**config.mk**
```make
export PLATFORM = sky130hd
export DESIGN_NAME = vs_result_buffer
export DESIGN_NICKNAME = d
export VERILOG_FILES = /design/src/rtl/vs_result_buffer.sv
export SDC_FILE = /design/constraint.sdc
export NUM_CORES = 1
export LEC_CHECK = 0
export CAP_MARGIN = 20
export CORE_MARGIN = 2
export CORE_UTILIZATION = 45
export CTS_CLUSTER_DIAMETER = 100
export DETAILED_ROUTE_END_ITERATION = 6
export DONT_BUFFER_PORTS = 1
export GPL_ROUTABILITY_DRIVEN = 0
export GPL_TIMING_DRIVEN = 1
export PLACE_DENSITY = 0.63
export SYNTH_ARGS = -nofsm -noshare
export SYNTH_HDL_FRONTEND = slang
export SYNTH_SLANG_ARGS = --single-unit
```
**constraint.sdc**
```tcl
create_clock -name clk -period 7.45 [get_ports clk]
set_input_delay 1.49 -clock clk [delete_from_list [all_inputs] [get_ports clk]]
set_output_delay 1.49 -clock clk [all_outputs]
set_load 0.03 [all_outputs]
```
**src/rtl/vs_result_buffer.sv**
```systemverilog
`default_nettype none
// +--------------------------------------------------------------------------+
// | Module   : vs_result_buffer                                              |
// | Purpose  : Circular result buffer for the value-skipping datapath:       |
// |            in-order alloc/retire, random-access write and pickup.        |
// | Option   : RB_PICKUP_BYPASS_EN enables write-to-pickup forwarding.       |
// | Revision : 1.0 - initial release                                         |
// +--------------------------------------------------------------------------+
module vs_result_buffer #(
  parameter int RESULT_BUFFER_SIZE    = 8,
  parameter int DATA_W                = 32,
  parameter int RESULT_BUFFER_ID_SIZE = $clog2(RESULT_BUFFER_SIZE)
) (
  input  logic                             clk,
  input  logic                             rst,
  input  logic                             flush,
  input  logic                             alloc_req,
  output logic                             alloc_gnt,
  output logic [RESULT_BUFFER_ID_SIZE-1:0] alloc_idx,
  input  logic                             wr_en,
  input  logic [RESULT_BUFFER_ID_SIZE-1:0] wr_idx,
  input  logic [DATA_W-1:0]                wr_data,
  input  logic [RESULT_BUFFER_ID_SIZE:0]   pick,
  output logic                             pick_vld,
  output logic                             pick_hit,
  output logic [DATA_W-1:0]                pick_data,
  input  logic                             free_en,
  output logic [RESULT_BUFFER_ID_SIZE:0]   count,
  output logic                             full,
  output logic                             empty,
  output logic                             wr_err
);

  localparam logic [RESULT_BUFFER_ID_SIZE:0]   FULL_CNT = (RESULT_BUFFER_ID_SIZE+1)'(RESULT_BUFFER_SIZE);
  localparam logic [RESULT_BUFFER_ID_SIZE:0]   CNT_ONE  = (RESULT_BUFFER_ID_SIZE+1)'(1);
  localparam logic [RESULT_BUFFER_ID_SIZE-1:0] PTR_ONE  = RESULT_BUFFER_ID_SIZE'(1);

  logic [RESULT_BUFFER_SIZE-1:0]    alloc_q;
  logic [RESULT_BUFFER_SIZE-1:0]    valid_q;
  logic [DATA_W-1:0]                result_q [RESULT_BUFFER_SIZE];
  logic [RESULT_BUFFER_ID_SIZE-1:0] head;
  logic [RESULT_BUFFER_ID_SIZE-1:0] tail;

  logic                             pick_en;
  logic [RESULT_BUFFER_ID_SIZE-1:0] pick_idx;
  logic                             do_alloc;
  logic                             do_free;
  logic                             wr_ok;
  logic                             wr_bad;
  logic                             pick_hit_nxt;
  logic [DATA_W-1:0]                pick_data_nxt;

  assign full      = (count == FULL_CNT);
  assign empty     = (count == '0);
  assign alloc_gnt = alloc_req & ~full;
  assign alloc_idx = tail;

  assign pick_en   = pick[RESULT_BUFFER_ID_SIZE];
  assign pick_idx  = pick[RESULT_BUFFER_ID_SIZE-1:0];

  assign do_alloc  = alloc_gnt & ~flush;
  assign do_free   = free_en & ~empty & ~flush;
  // A write racing the retirement of the head entry loses to the free.
  assign wr_ok     = wr_en & alloc_q[wr_idx] & ~flush & ~(do_free && (wr_idx == head));
  assign wr_bad    = wr_en & ~alloc_q[wr_idx] & ~flush;

  always_comb begin
    pick_hit_nxt  = alloc_q[pick_idx] & valid_q[pick_idx];
    pick_data_nxt = result_q[pick_idx];
`ifdef RB_PICKUP_BYPASS_EN
    if (wr_ok && (wr_idx == pick_idx)) begin
      pick_hit_nxt  = 1'b1;
      pick_data_nxt = wr_data;
    end
`endif
  end

  always_ff @(posedge clk) begin
    if (rst) begin
      alloc_q   <= '0;
      valid_q   <= '0;
      for (int i = 0; i < RESULT_BUFFER_SIZE; i++) result_q[i] <= '0;
      head      <= '0;
      tail      <= '0;
      count     <= '0;
      pick_vld  <= 1'b0;
      pick_hit  <= 1'b0;
      pick_data <= '0;
      wr_err    <= 1'b0;
    end else begin
      // Pickup responds even during flush, from pre-edge contents.
      pick_vld  <= pick_en;
      pick_hit  <= pick_en & pick_hit_nxt;
      pick_data <= (pick_en && pick_hit_nxt) ? pick_data_nxt : '0;

      if (flush) begin
        alloc_q <= '0;
        valid_q <= '0;
        head    <= '0;
        tail    <= '0;
        count   <= '0;
      end else begin
        if (wr_bad) wr_err <= 1'b1;
        if (wr_ok) begin
          result_q[wr_idx] <= wr_data;
          valid_q[wr_idx]  <= 1'b1;
        end
        if (do_alloc) begin
          alloc_q[tail]  <= 1'b1;
          valid_q[tail]  <= 1'b0;
          result_q[tail] <= '0;
          tail           <= tail + PTR_ONE;
        end
        if (do_free) begin
          alloc_q[head] <= 1'b0;
          valid_q[head] <= 1'b0;
          head          <= head + PTR_ONE;
        end
        case ({do_alloc, do_free})
          2'b10:   count <= count + CNT_ONE;
          2'b01:   count <= count - CNT_ONE;
          default: count <= count;
        endcase
      end
    end
  end

endmodule
`default_nettype wire

```
==> summary.txt <==
Run status
  • Outcome: finished clean

Synth
  • Gate Count Post-Synth: 999
  • Post-synthesis register bit count: 317
  • Sequential area share after synthesis: 0.512
  • Post-synth EDFFs: 0
  • Async SR Flop Fraction: 0
  • Synth unique cells: 54
  • Mapped Nets: 1049
  • Top FF cell, synth: dfxtp_1
  • Mapped Avg Cell Area: 12.4 um2
  • Post-Syn Area: 12400 um2
  • Yosys warning count: 0

Worst setup path
  • WS Path Type: flip-flop to flip-flop
  • Crit-path max FO: 17
  • Worst Setup Start Kind: flip-flop
  • R2R cell count: 6
  • R2r startpoint: count[0]
  • WP data arrival: 3.96 ns
  • CP endpoint kind: flip-flop
  • Reg2reg end: result_q[7][24]
  • FF-to-FF setup slack: 3.95 ns
  • Worst EP required: 7.90 ns

Pwr
  • Internal power: 2.78 mW
  • Sw frac: 0.208
  • Seq pwr share: 0.484
  • Leakage: 5.04 nW
  • Overall Power: 3.51 mW
  • Clock share of power: 0.493
  • Max VDD drop: 134 uV
  • Cell area power density: 258 nW/um2
  • Switch Pwr: 0.731 mW
  • Logic pwr share: 0.023

Floorplanning
  • Die width: 170 um
  • Core Area: 27000 um2
  • # IOs: 90
  • Initial Util: 0.460
  • # rows: 60
  • Die height: 170 um
  • Die Footprint: 28900 um2

GRT
  • Tot GR Track Use: 0.214
  • Largest net degree at the start of global routing: 73
  • First-pass GRT wire length: 48400 um
  • Initial antenna violation count: 0
  • Grt ovf: 0
  • Vias in the first global route: 8244

Place
  • DP HPWL: 16900 um
  • IO buf count: 0
  • DP Cell Count: 1241
  • Placed inst area: 12500 um2
  • DP Worst Slack: 3.70 ns

Clock tree
  • Max clock buf depth: 3
  • Skew-Pair Late Insertion Delay: 0.51 ns
  • CTS Buf Count: 35
  • Resized Gates After CTS: 0
  • Setup bufs post-CTS: 0
  • Post-CTS Hold Buffers: 0
  • CTS root buf: clkbuf_16
  • Clock tree sinks: 317
  • Worst-path clk slew: 0.06 ns
  • TritonCTS clock tree: built
  • # H-tree levels: 2

Detailed routing
  • Routed wire length: 30300 um
  • Drt first pass iters: 7
  • Post-route ant nets: 0
  • DR vias: 8167
  • Post-route DRC: 0
  • DR vias/cell: 6.27
  • DR iter-0 viols: 512
  • Post-DR wirelength/cell: 23.2 um

STA
  • # setup viols final: 0
  • Post-route worst setup slack: 3.95 ns
  • Final hold violation count: 0
  • Slew Limit Headroom: 0.261
  • Final min period: 3.50 ns
  • Final Max Tran Viols: 0
  • Slew @ Worst Pin: 1.10 ns
  • Period utilization: 0.470
  • RSZ-0062 raised after global routing: false
  • Fin Clk Skew: 0.0181 ns
  • Setup_tns: 0 ns
  • Fmax achieved: 0.286 GHz

Run
  • Number of max-cap violations: 0

Cells and area
  • Share of cells above drive strength 1: 0.175
  • Area Growth Syn to Fin: 10.0%
  • Antenna diodes: 0
  • Final Instance Count excl. Fillers: 1302
  • Nets: 987
  • Number of filler cells placed in the layout: 2310
  • Post-route cell area: 13600 um2
  • Sequential Area: 6350 um2
  • Multi-input logic area: 5530 um2

Min path
  • Hold Path Sink: result_q[7][11]
  • Hold Startpoint: result_q[7][11]
  • HP Class: flip-flop to flip-flop
  • Hold Crit Depth: 1
-- per-layer routing --
layer / vias up / wire, um / track usage
li1: 3704 / - / -
met1: 4136 / 13400 / 0.290
met2: 276 / 13900 / 0.340
met3: 51 / 2370 / 0.0565
met4: 0 / 612 / 0.0580
met5: - / 0 / 0
-- synthesized netlist by cell type (2+ instances only) --
cell type	count	area share
a22o_1	256	0.18
xor2_1	8	0.0057
buf_2	51	0.021
nor4_4	2	0.0034
nor4_1	2	0.0010
buf_4	10	0.0061
mux2i_1	40	0.032
clkbuf_1	6	0.0018
a211oi_2	3	0.0030
dfxtp_1	317	0.51
a31oi_1	8	0.0040
o21ai_0	9	0.0036
nor2_1	55	0.017
nor3b_1	5	0.0030
o22ai_1	2	0.0010
nor3_1	8	0.0032
a311oi_2	5	0.0061
o21a_1	3	0.0018
xnor2_1	2	0.0014
nor4_2	4	0.0040
nand3_1	5	0.0020
buf_1	41	0.012
mux4_2	65	0.12
nand2b_1	6	0.0030
nand3b_1	3	0.0018
or2_1	2	0.0010
buf_6	8	0.0073
and3_1	4	0.0020
nor4bb_1	3	0.0024
a21oi_1	9	0.0036
nor2b_1	5	0.0025
and2_1	2	0.0010
nand2_1	22	0.0067
inv_1	4	0.0012
ha_1	5	0.0051
-- worst max-delay path, stage by stage, from the launching register on --
cell and delay (ns):
dfxtp_1 0.48, nor4_2 0.89, nor3b_4 0.25, and2_4 0.28
nor4_4 0.94, buf_4 0.42, a22o_1 0.19
-- cells by family (layout without fill, tap and decap cells) --
family          Yosys count  after routing  synth area share
flops                   317            317             0.512
compound gates          298            298             0.207
simple gates            143            143            0.0679
buf+inv                 121             83            0.0501
mux                     105            105             0.151
xor+xnor                 10             10           0.00707
fa+ha+maj                 5              5           0.00505
-- layout make-up --
class                      count  share of cell area
sequential                   317               0.466
clock buffer                  50              0.0773
clock inverter                11             0.00882
tap                          341              0.0313
inverter                       5             0.00174
timing repair buffer          17             0.00937
multi-input combinational    561               0.406
-- cell usage in the layout (no fill, tap or decap), types with 6 or more instances in the layout --
cell and instances:
a21oi_1 9, a22o_1 256, a31oi_1 8, buf_4 17, clkbuf_16 36, clkbuf_8 10
clkinv_2 7, dfxtp_1 317, mux2i_1 40, mux4_2 65, nand2_1 22, nand2b_1 6
nor2_1 55, nor3_1 7, o21ai_0 9, xor2_1 8
-- per-stage QoR --
stage / utilization / hold WS (ns)
CTS: 0.506 / 0.470
finish: 0.506 / 0.468
global route: 0.506 / 0.480
detailed placement: 0.462 / 0.450
global placement: 0.462 / 0.451
floorplan: - / 0.437
-- registers in the layout, indices dropped and copies added (netlist names) --
signal and count:
count 4, pick_vld 1, alloc_idx 3, wr_err 1, valid_q 8, pick_hit 1, pick_data 32, alloc_q 8
result_q 256, head 3
-- power groups by stage --
stage	Combinational [mW]	Clock [mW]	Sequential, mW
floorplan	0.104	0	1.74
global placement	0.0811	0	1.74
detailed placement	0.0819	0	1.74
CTS	0.0817	1.77	1.70
global route	0.0856	1.84	1.70
finish	0.0813	1.73	1.70
-- how the worst max path moves through the flow --
| stage | startpoint | to | slack (ns) | cells after the start |
|---|---|---|---|---|
| floorplan | flush | count[2] | 4.01 | 10 |
| global placement | wr_idx[0] | result_q[7][16] | 3.76 | 6 |
| detailed placement | wr_idx[0] | result_q[7][17] | 3.70 | 6 |
| CTS | count[0] | result_q[7][20] | 3.93 | 6 |
| global route | count[0] | result_q[7][18] | 3.74 | 6 |
| finish | count[0] | result_q[7][24] | 3.95 | 6 |
Power figures use the tool's default switching activity.
